## config.mk

```make
export PLATFORM = sky130hd
export DESIGN_NAME = tt_spi_uio_ctrl
export DESIGN_NICKNAME = d
export VERILOG_FILES = /design/src/rtl/tt_spi_uio_ctrl_pkg.sv /design/src/rtl/tt_spi_uio_ctrl_pin_sync.sv /design/src/rtl/tt_spi_uio_ctrl.sv
export SDC_FILE = /design/constraint.sdc
export NUM_CORES = 1
export LEC_CHECK = 0
export ABC_AREA = 0
export CAP_MARGIN = 10
export CORE_MARGIN = 1
export CORE_UTILIZATION = 49
export CTS_BUF_LIST = sky130_fd_sc_hd__clkbuf_4 sky130_fd_sc_hd__clkbuf_8
export DETAILED_ROUTE_END_ITERATION = 10
export PLACE_DENSITY_LB_ADDON = 0.08
export SYNTH_ARGS = -nofsm -noshare
export SYNTH_HDL_FRONTEND = slang
export SYNTH_SLANG_ARGS = --single-unit
```

## constraint.sdc

```tcl
create_clock -name clk -period 2.3 [get_ports clk]
set_input_delay 0.46 -clock clk [delete_from_list [all_inputs] [get_ports clk]]
set_output_delay 0.46 -clock clk [all_outputs]
set_load 0.05 [all_outputs]
```

## src/rtl/tt_spi_uio_ctrl_pkg.sv

```systemverilog
// Shared constants and types for the SPI-controlled user-IO register block.
package tt_spi_uio_ctrl_pkg;

  localparam int FRAME_BITS = 16;
  localparam int CNT_W      = 5;

  localparam logic [6:0] ADDR_OUT = 7'd0;
  localparam logic [6:0] ADDR_OE  = 7'd1;
  localparam logic [6:0] ADDR_IN  = 7'd2;
  localparam logic [6:0] ADDR_ID  = 7'd3;

  // Counter values at which the frame reaches its command/data boundary and its end.
  localparam logic [CNT_W-1:0] CMD_LAST_BIT = CNT_W'(FRAME_BITS / 2 - 1);
  localparam logic [CNT_W-1:0] TX_FIRST     = CNT_W'(FRAME_BITS / 2);
  localparam logic [CNT_W-1:0] LAST_BIT     = CNT_W'(FRAME_BITS - 1);

  typedef enum logic [1:0] {
    IDLE,
    SHIFT,
    DONE
  } state_t;

endpackage

```

## src/rtl/tt_spi_uio_ctrl_pin_sync.sv

```systemverilog
// Multi-flop synchroniser for one asynchronous SPI pin, with rise/fall detect
// against a one-cycle-delayed copy of the synchronised level.
module spi_pin_sync #(
  parameter int   STAGES = 2,
  parameter logic INIT   = 1'b0
) (
  input  logic clk,
  input  logic rst_n,
  input  logic pin,
  output logic sync,
  output logic rise,
  output logic fall
);

  logic [STAGES-1:0] stage_reg;
  logic [STAGES-1:0] stage_next;
  logic              dly_reg;

  for (genvar gi = 0; gi < STAGES; gi++) begin : g_stage
    if (gi == 0) begin : g_first
      assign stage_next[gi] = pin;
    end else begin : g_chain
      assign stage_next[gi] = stage_reg[gi-1];
    end
  end

  always_ff @(posedge clk or negedge rst_n) begin
    if (!rst_n) begin
      stage_reg <= {STAGES{INIT}};
      dly_reg   <= INIT;
    end else begin
      stage_reg <= stage_next;
      dly_reg   <= stage_reg[STAGES-1];
    end
  end

  assign sync = stage_reg[STAGES-1];
  assign rise = sync & ~dly_reg;
  assign fall = ~sync & dly_reg;

endmodule

```

## src/rtl/tt_spi_uio_ctrl.sv

```systemverilog
// SPI mode-0 slave driving uio_out/uio_oe. Define SPI_READBACK_EN to build the
// MISO read path (register readback, live uio_in and ID byte).
module tt_spi_uio_ctrl
  import tt_spi_uio_ctrl_pkg::*;
#(
  parameter int         SYNC_STAGES = 2,
  parameter logic [7:0] ID_VALUE    = 8'hA5,
  parameter logic [7:0] RESET_OUT   = 8'h00,
  parameter logic [7:0] RESET_OE    = 8'h00
) (
  input  logic       clk,
  input  logic       rst_n,
  input  logic       spi_sclk,
  input  logic       spi_cs_n,
  input  logic       spi_mosi,
  output logic       spi_miso,
  input  logic [7:0] uio_in,
  output logic [7:0] uio_out,
  output logic [7:0] uio_oe
);

  logic sclk_s_unused, sclk_rise, sclk_fall;
  logic cs_s, cs_rise_unused, cs_fall_unused;
  logic mosi_s, mosi_rise_unused, mosi_fall_unused;

  spi_pin_sync #(.STAGES(SYNC_STAGES), .INIT(1'b0)) u_sclk_sync (
    .clk(clk), .rst_n(rst_n), .pin(spi_sclk),
    .sync(sclk_s_unused), .rise(sclk_rise), .fall(sclk_fall)
  );
  spi_pin_sync #(.STAGES(SYNC_STAGES), .INIT(1'b1)) u_cs_sync (
    .clk(clk), .rst_n(rst_n), .pin(spi_cs_n),
    .sync(cs_s), .rise(cs_rise_unused), .fall(cs_fall_unused)
  );
  spi_pin_sync #(.STAGES(SYNC_STAGES), .INIT(1'b0)) u_mosi_sync (
    .clk(clk), .rst_n(rst_n), .pin(spi_mosi),
    .sync(mosi_s), .rise(mosi_rise_unused), .fall(mosi_fall_unused)
  );

  state_t                  state_reg;
  logic [CNT_W-1:0]        cnt_reg;
  // Only 15 bits are stored: the final bit is consumed straight from mosi_s.
  logic [FRAME_BITS-2:0]   shift_reg;
  logic [FRAME_BITS-1:0]   frame_next;
  logic [7:0]              out_reg, oe_reg;

  assign frame_next = {shift_reg, mosi_s};

  always_ff @(posedge clk or negedge rst_n) begin
    if (!rst_n) begin
      state_reg <= IDLE;
      cnt_reg   <= '0;
      shift_reg <= '0;
      out_reg   <= RESET_OUT;
      oe_reg    <= RESET_OE;
    end else begin
      case (state_reg)
        IDLE: begin
          if (!cs_s) begin
            cnt_reg   <= '0;
            state_reg <= SHIFT;
          end
        end
        SHIFT: begin
          if (sclk_rise) begin
            shift_reg <= frame_next[FRAME_BITS-2:0];
            cnt_reg   <= cnt_reg + CNT_W'(1);
            if (cnt_reg == LAST_BIT) begin
              state_reg <= DONE;
              if (frame_next[15]) begin
                case (frame_next[14:8])
                  ADDR_OUT: out_reg <= frame_next[7:0];
                  ADDR_OE:  oe_reg  <= frame_next[7:0];
                  default:  ;
                endcase
              end
            end
          end
        end
        DONE:    ;
        default: state_reg <= IDLE;
      endcase
      // Deselect wins over everything except a commit landing on the same edge.
      if (cs_s) state_reg <= IDLE;
    end
  end

  assign uio_out = out_reg;
  assign uio_oe  = oe_reg;

`ifdef SPI_READBACK_EN
  logic [7:0] in_meta_reg, in_sync_reg, tx_reg, rd_data;
  logic       miso_reg;

  // At the 8th rise frame_next[7:0] holds {W, A}.
  always_comb begin
    rd_data = 8'h00;
    case (frame_next[6:0])
      ADDR_OUT: rd_data = out_reg;
      ADDR_OE:  rd_data = oe_reg;
      ADDR_IN:  rd_data = in_sync_reg;
      ADDR_ID:  rd_data = ID_VALUE;
      default:  rd_data = 8'h00;
    endcase
  end

  always_ff @(posedge clk or negedge rst_n) begin
    if (!rst_n) begin
      in_meta_reg <= '0;
      in_sync_reg <= '0;
      tx_reg      <= '0;
      miso_reg    <= 1'b0;
    end else begin
      in_meta_reg <= uio_in;
      in_sync_reg <= in_meta_reg;
      if (cs_s || state_reg != SHIFT) begin
        miso_reg <= 1'b0;
      end else if (sclk_rise) begin
        if (cnt_reg == CMD_LAST_BIT) tx_reg <= frame_next[7] ? 8'h00 : rd_data;
        if (cnt_reg == LAST_BIT) miso_reg <= 1'b0;
      end else if (sclk_fall && cnt_reg >= TX_FIRST) begin
        miso_reg <= tx_reg[7];
        tx_reg   <= {tx_reg[6:0], 1'b0};
      end
    end
  end

  assign spi_miso = miso_reg;
`else
  logic read_path_unused;
  assign read_path_unused = ^{uio_in, sclk_fall};
  assign spi_miso = 1'b0;
`endif

endmodule

```

* After elaboration in Yosys (flattened, before gate mapping)
Cells that the tools add are included.
** Cells by class
- $add $sub $neg :: 1
- Equal/unequal tests :: 9
- Mux-type cells :: 7
- Bitwise operators :: 2
- Reductions and logical operators :: 8
** Operators by type and width (count)
- 5-bit two-way mux :: 2
- 5-bit case mux with 2 select lines :: 1
- 5-bit AND reduction :: 2
- 7-bit by 1-bit equality test with 1-bit output (second input constant) :: 1
- 7-bit logical NOT :: 1
- 2-bit two-way mux :: 3
- 3-bit by 2-bit inequality test with 1-bit output (second input constant) :: 2
- 2-bit case mux with 3 select lines :: 1
- 3-bit AND reduction :: 2
- 5-bit by 1-bit adder with 5-bit output (second input constant) :: 1
- 5-bit by 4-bit equality test with 1-bit output (second input constant) :: 1
- 2-bit inequality test (second input constant) :: 2
- 2-bit by 1-bit equality test with 1-bit output (second input constant) :: 1
- 2-bit equality test (second input constant) :: 1
- 2-bit logical NOT :: 1
- 2-bit by 1-bit inequality test with 1-bit output (second input constant) :: 1
- 2-bit AND reduction :: 1
- 2-bit nonzero test :: 1
- 1-bit bitwise AND :: 1
- 1-bit inverter :: 1
** Storage, ports and cells
- Register bits after elaboration :: 45
- Output and inout port bits :: 17

* Depth between registers and ports, before layout
Gate-level depths: netlist (run 1).
- Word-level depth :: 5
- Mapped depth :: 7

* Hierarchy
From an unflattened synthesis (run 1), not the netlist that was laid out.
** Second synthesis, totals
- Cells, all modules :: 122
- Area, all modules :: 1878.1 um^2
** Modules (own cells, without submodules)
- tt_spi_uio_ctrl :: instances 1, cells an instance 107, area each 1604.0 um^2, seq. area each 950.9 um^2
- spi_pin_sync at u_mosi_sync ... :: instances 2, cells an instance 5, area each 90.1 um^2, seq. area each 75.1 um^2
- spi_pin_sync at u_cs_sync :: instances 1, cells an instance 5, area each 93.8 um^2, seq. area each 78.8 um^2

* Least setup slack after synthesis (run 1)
No wires, ideal clock.
- Path kind :: register to register
- Start :: register cnt_reg[0]
- End :: register out_reg[0], in the netlist uio_out[0]
- Arrival time :: 2.312 ns
- Data required time :: 2.175 ns
- Setup slack :: -0.138 ns
- Cell stages (with the launch flop) :: 8
- Clock period less this slack :: 2.438 ns
- Path through :: dfrtp_1 -> ha_1 -> and3_1 -> ha_1 -> or4bb_2 -> or4_4 -> buf_6 -> mux2_4
** Between the ends
- Cells in the longest elaborated chain, start to end :: 2
** RTL lines
- start, declared :: RTL line tt_spi_uio_ctrl.sv:40 : logic [CNT_W-1:0] cnt_reg;
- start signal, assigned :: RTL line tt_spi_uio_ctrl.sv:66 : cnt_reg <= cnt_reg + CNT_W'(1);
- 5-bit by 4-bit equality test with 1-bit output :: RTL line tt_spi_uio_ctrl.sv:67 : if (cnt_reg == LAST_BIT) begin
- 5-bit AND reduction (no source line)
- end signal, assigned :: RTL line tt_spi_uio_ctrl.sv:71 : ADDR_OUT: out_reg <= frame_next[7:0];
- end, declared :: RTL line tt_spi_uio_ctrl.sv:44 : logic [7:0] out_reg, oe_reg;
Every way passes these cells.
A chain may end at the register's enable or synchronous reset.

* Worst setup path after layout (run 1)
- Start :: register cnt_reg[1]
- End :: register out_reg[6], in the netlist uio_out[6]
The elaborated chain is that of the path after synthesis.

==> run_results.csv, run 1 <==
group,metric,value,unit
setup_path,critPathMaxStageDelay,0.55,ns
floorplanning,die_x,62.9,um
clock_tree,clk_path_buf_depth,2,
global_routing,grt_usage,16.9,%
global_routing,grt_max_degree,46,
global_routing,grt_pass1_vias,1060,
yosys,synth_seq_cells,45,
yosys,synth_area_per_cell,13.8,sq um
outcome,status,"complete, but fails checks",
yosys,yosys_warnings,0,
setup_path,crit_arrival,2.49,ns
floorplanning,rows,21,
power_and_ir_drop,p_leak,0.00110,uW
floorplanning,core,0.00344,sq mm
finish,nets,178,
yosys,yosys.area.top_type,"dfrtp_1",
global_routing,grt_overflow,0,
yosys,synth_fp_nets,147,
yosys,synthCells,132,
placed_design,dpl.hpwl,2000,um
setup_path,critPathCaptureType,"register",
worst_hold_path,hold_path_class,"input port to asynchronous set/reset pin",
clock_tree,cts-root-buf,"clkbuf_8",
detailed_routing,drcViolationCount,0,
timing,slew_violations,0,
yosys,synth_top_area_share,59.3,%
setup_path,r2r_start,"cnt_reg[1]",
global_routing,antenna_found_initial,0,
detailed_routing,drtPass1Iterations,4,
clock_tree,path_clk_slew,0.08,ns
setup_path,crit_path_start_kind,"register",
yosys,synth_top_family_by_area,"multiplexers",
timing,setup_slack,-0.00728,ns
yosys,synth-xor-area-share,0,%
floorplanning,initial_core_util,52.7,%
clock_tree,ctsHoldBuffers,0,
floorplanning,die_y,62.9,um
timing,rsz0062_at_grt,"yes",
placed_design,dpl_cell_area,0.00214,sq mm
setup_path,cp.required,2.48,ns
setup_path,r2r_slack,-0.007,ns
yosys,yosysUniqueCellTypes,33,
timing,setup_viol,6,
yosys,synth-compound-area-share,3.31,%
clock_tree,clock-sinks,45,
floorplanning,die-area,0.00395,sq mm
setup_path,worstSetupStartpoint,"cnt_reg[1]",
detailed_routing,ant_nets,0,
timing,finalHoldViolCount,0,
power_and_ir_drop,power_density,785,mW/mm^2
power_and_ir_drop,ir_drop,0.445,mV
clock_tree,cts_resized,0,
yosys,ys_seq_area_share,62.2,%
finish,area_growth,25.2,%
timing,max_slew_margin,63.5,%
setup_path,path_max_fanout,8,
placed_design,gp_congestion,0.791,
detailed_routing,drtIter0Drc,63,
yosys,synthesis.area,0.00182,sq mm
yosys,synth_simple_gate_area_share,13.6,%
clock_tree,cts_buffers,5,
outcome,violations,"negative setup slack",
finish,drive_gt1_share,32.9,%
timing,worst_slew_pin_slew,0.548,ns
setup_path,r2r_end,"uio_out[6]",
timing,finalCritPeriodShare,100,%
timing,skew,0.00258,ns
finish,stdcell_area,0.00227,sq mm
setup_path,path_cells,"ha_2, and3_4, ha_4, or4bb_4, or4_4, mux2_4",
setup_path,rr_worst_depth,6,
detailed_routing,num_vias,1104,
finish,largest_reg_flops,15,
yosys,synth.area.top_cells,"dfrtp_1 (59%), mux2_2 (9.9%), mux2_4 (6.6%)",
detailed_routing,wl,2980,um
finish,layout_common_cells,"dfrtp_1 (43), nand2_1 (23), clkdlybuf4s50_1 (19)",
clock_tree,ctsHtreeMaxLevel,2,
yosys,synth_mux_area_share,17.1,%
placed_design,portBuffers,20,
finish,final_common_cell,"dfrtp_1",
floorplanning,ios,30,
clock_tree,cts_tree,"done",
setup_path,path_class,"register to register",
timing,setup_tns,-0.0224,ns
global_routing,grt_first_pass_wirelength,5000,um
clock_tree,insertion_delay,0.29,ns
yosys,synth_fa_ha_area_share,1.38,%
detailed_routing,wl_per_cell,14.2,um
setup_path,slowest_stage,"or4_4",
job,maxCapViolCount,0,
timing,fin_crit,2.31,ns
finish,antenna_cells,0,
detailed_routing,routed_via_density,5.26,
timing,max_freq,433,MHz
report_power, final:
part           internal, uW  switching [uW]
Combinational          83.3            57.6
Clock                   431             259
Sequential              874            79.6
Total                  1390             396
worst max-delay path, delay by kind of cell, from the launching register on:
kind                       cells  cell delay [ns]
DFF                            1             0.37
and+or+nand+nor                3             1.19
muxes                          1             0.34
adders and majority gates      2             0.30
timing repair:
action	in CTS	in global routing
pin swaps	3	0
setup buffers	0	0
setup endpoints to repair	8	8
cell usage after synthesis:
cell type,number
nand2_1,23
clkbuf_1,4
inv_1,2
and3_1,2
ha_1,2
mux2_4,8
a21oi_1,3
and3b_1,1
a211o_1,1
dfstp_2,2
nand4_1,1
nand3_1,1
or4_4,2
nor2_1,1
buf_4,1
mux2i_1,1
nand4bb_1,1
o21ai_0,3
nor4bb_1,1
or4bb_2,1
mux2_2,16
nor4_4,1
conb_1,1
or2_2,1
and4b_1,1
buf_6,1
a21o_1,1
dfrtp_1,43
nand3b_1,2
o22ai_1,1
nand2b_1,1
a211oi_1,1
nand4b_1,1
how the worst max path moves through the flow:
stage	to	slack [ns]	cells after the start
after floorplan	uio_out[0]	-0.08	7
after global placement	uio_out[6]	-0.08	6
after detailed placement	uio_out[6]	-0.10	6
after CTS	uio_out[6]	-0.01	6
after global routing	uio_out[6]	-0.06	6
final	uio_out[6]	-0.007	6
kinds of logic (layout without fill, tap and decap cells):
logic type | after synthesis | after routing
AO/OA/AOI/OAI | 10 | 10
adder cells (fa/ha/maj) | 2 | 2
buffers and inverters | 8 | 40
flip-flops | 45 | 45
multiplexers | 25 | 25
other | 1 | 1
AND/OR/NAND/NOR | 41 | 41
per-layer routing:
| layer | vias to the layer above | global-route usage, % | wire (um) |
|---|---|---|---|
| li1 | 515 | - | - |
| met1 | 564 | 24.0 | 1480 |
| met2 | 20 | 24.2 | 1360 |
| met3 | 5 | 4.38 | 97 |
| met4 | 0 | 7.85 | 40 |
| met5 | - | 0 | 0 |
per-stage QoR:
stage	hold WS (ns)	power, uW	cells	utilization, %	setup slack (ns)
floorplan	0.164	1040	132	-	-0.0823
global placement	0.334	1100	202	62.1	-0.0770
detailed placement	0.350	1110	202	62.1	-0.105
CTS	0.253	1800	210	66.0	-0.00985
global route	0.297	1860	210	66.0	-0.0617
finish	0.223	1780	210	66.0	-0.00728
final cells by class:
class / count / area [sq um]
tap: 46 / 57.6
clock inverter: 3 / 65.1
fill: 274 / 1170
timing repair buffer: 30 / 270
sequential: 45 / 1130
multi-input combinational: 79 / 674
clock buffer: 5 / 68.8
inverter: 2 / 7.51
Power figures use the tool's default switching activity.
==> inputs of run 2 (changes only) <==
--- a/config.mk
+++ b/config.mk
@@ -7,10 +7,12 @@
 export LEC_CHECK = 0
 export ABC_AREA = 0
 export CAP_MARGIN = 10
-export CORE_MARGIN = 1
+export CORE_ASPECT_RATIO = 1.5
+export CORE_MARGIN = 5
 export CORE_UTILIZATION = 49
 export CTS_BUF_LIST = sky130_fd_sc_hd__clkbuf_4 sky130_fd_sc_hd__clkbuf_8
 export DETAILED_ROUTE_END_ITERATION = 10
+export HOLD_SLACK_MARGIN = 0.15
 export PLACE_DENSITY_LB_ADDON = 0.08
 export SYNTH_ARGS = -nofsm -noshare
 export SYNTH_HDL_FRONTEND = slang
==> run_results.csv, run 2 (synthesis gave the netlist of run 1 again) <==
group,metric,value,unit
clock_tree,path_clk_slew,0.08,ns
power_and_ir_drop,pwr-share-clk,34.7,%
detailed_routing,routed_via_density,5.12,
clock_tree,cts-root-buf,"clkbuf_8",
timing,max_freq,434,MHz
finish,nets,181,
timing,worst_slew_pin_slew,0.544,ns
clock_tree,ctsHoldBuffers,0,
timing,rsz0062_at_grt,"yes",
timing,setup_viol,2,
setup_path,path_max_fanout,8,
setup_path,critPathMaxStageDelay,0.56,ns
floorplanning,rows,27,
setup_path,crit_arrival,2.48,ns
clock_tree,cts_tree,"done",
placed_design,portBuffers,20,
global_routing,antenna_found_initial,0,
detailed_routing,drtIter0Drc,24,
placed_design,gp_congestion,0.799,
floorplanning,die_y,84.6,um
finish,largest_reg_flops,15,
clock_tree,cts_buffers,5,
floorplanning,die-area,0.00505,sq mm
setup_path,path_delay_family,"simple AND/OR/NAND/NOR gates",
floorplanning,core,0.00361,sq mm
outcome,status,"complete, but fails checks",
finish,antenna_cells,0,
clock_tree,insertion_delay,0.29,ns
setup_path,crit_path_start_kind,"register",
timing,fin_crit,2.31,ns
finish,final_common_cell,"dfrtp_1",
power_and_ir_drop,ir_drop,0.749,mV
detailed_routing,ant_nets,0,
job,maxCapViolCount,0,
floorplanning,die_x,59.7,um
timing,finalCritPeriodShare,100,%
timing,setup_tns,-0.0101,ns
global_routing,grt_max_degree,46,
global_routing,grt_usage,14.7,%
power_and_ir_drop,p_comb_share,8.5,%
clock_tree,cts_resized,0,
setup_path,path_cells,"ha_2, and3_4, ha_4, or4bb_4, or4_4, mux2_4",
timing,skew,0.00660,ns
clock_tree,clock-sinks,45,
outcome,violations,"negative setup slack",
power_and_ir_drop,power_density,741,mW/mm^2
power_and_ir_drop,p_leak,0.00110,uW
setup_path,crit_buf_inv,0,
worst_hold_path,hold_path_class,"input port to asynchronous set/reset pin",
finish,layout_common_cells,"dfrtp_1 (43), nand2_1 (23), clkdlybuf4s50_1 (19)",
floorplanning,ios,30,
power_and_ir_drop,p_seq_share,56.8,%
global_routing,grt_overflow,0,
power_and_ir_drop,internal_power,1290,uW
detailed_routing,drtPass1Iterations,4,
finish,area_growth,24.9,%
clock_tree,ctsHtreeMaxLevel,2,
global_routing,grt_first_pass_wirelength,5560,um
timing,max_slew_margin,63.7,%
setup_path,slowest_stage,"or4_4",
setup_path,cp.required,2.48,ns
detailed_routing,wl_per_cell,15.4,um
timing,slew_violations,0,
timing,holdWs,0.227,ns
setup_path,critPathCaptureType,"register",
timing,setup_slack,-0.00511,ns
floorplanning,initial_core_util,50.2,%
clock_tree,clk_path_buf_depth,2,
finish,drive_gt1_share,34.1,%
placed_design,dpl.hpwl,2170,um
global_routing,grt_pass1_vias,1174,
timing,finalHoldViolCount,0,
setup_path,path_class,"register to register",
power_and_ir_drop,sw_frac_of_total,23.1,%
detailed_routing,wl,3220,um
detailed_routing,num_vias,1076,
power_and_ir_drop,p_switching,388,uW
detailed_routing,drcViolationCount,0,
-- run 2: cell count changes in the layout (fill, tap and decap cells not counted), sizes merged --
cell / change
bufinv: -1
buf: +3
clkbuf: +1
-- run 2: worst paths after layout --
check / from / slack (ns) / end / depth (start not counted)
max reg2reg: cnt_reg[0] / -0.005 / uio_out[3] / 6
max: cnt_reg[0] / -0.005 / uio_out[3] / 6
min in group clk: u_cs_sync.stage_reg[0] / 0.36 / u_cs_sync.stage_reg[1] / 0
max in group asynchronous: rst_n / 1.69 / cnt_reg[0] / 2
min: rst_n / 0.23 / cnt_reg[3] / 2
min reg2reg: u_cs_sync.stage_reg[0] / 0.36 / u_cs_sync.stage_reg[1] / 0
-- run 2: stage by stage --
stage | total power, uW | util, % | worst slack [ns] | std cells | cell area (sq um)
finish | 1680 | 62.8 | -0.00511 | 210 | 2270
global route | 1770 | 62.8 | -0.0667 | 210 | 2270
CTS | 1700 | 62.3 | -0.0261 | 208 | 2250
detailed placement | 1110 | 59.1 | -0.117 | 199 | 2130
global placement | 1100 | 59.1 | -0.102 | 199 | 2130
floorplan | 1040 | - | -0.0823 | 132 | 1840
-- run 2: cell type report --
class / instances / area [sq um]
Clock buffer: 6 / 76.3
Sequential cell: 45 / 1130
Inverter: 2 / 7.51
Clock inverter: 2 / 35.0
Fill cell: 296 / 1350
Tap cell: 43 / 53.8
Timing Repair Buffer: 33 / 293
Multi-Input combinational cell: 79 / 674
-- run 2: power groups by stage --
stage / clock, uW / sequential, uW / combinational, uW
2_1_floorplan: 0 / 942 / 99.8
3_3_place_gp: 0 / 964 / 139
3_5_place_dp: 0 / 970 / 143
4_1_cts: 604 / 955 / 144
5_1_grt: 648 / 966 / 159
6_report: 584 / 955 / 142
-- run 2: worst register-to-register path: cells and delay by family (launching register included) --
kind          cells  cell delay (ns)
fa+ha+maj         2             0.31
flops             1             0.36
mux               1             0.34
simple gates      3             1.19
-- run 2: per-layer routing --
| layer | vias to the layer above | global-route usage, % | wire length [um] |
|---|---|---|---|
| met1 | 534 | 18.5 | 1380 |
| li1 | 521 | - | - |
| met3 | 4 | 4.77 | 100 |
| met2 | 17 | 22.5 | 1700 |
| met5 | - | 0 | 0 |
| met4 | 0 | 6.85 | 47 |
-- run 2: repair_timing --
item | in CTS | in global routing
hold endpoints to repair | 0 | 0
pin swaps | 4 | 0
setup endpoints to repair | 8 | 8
setup buffers | 1 | 2
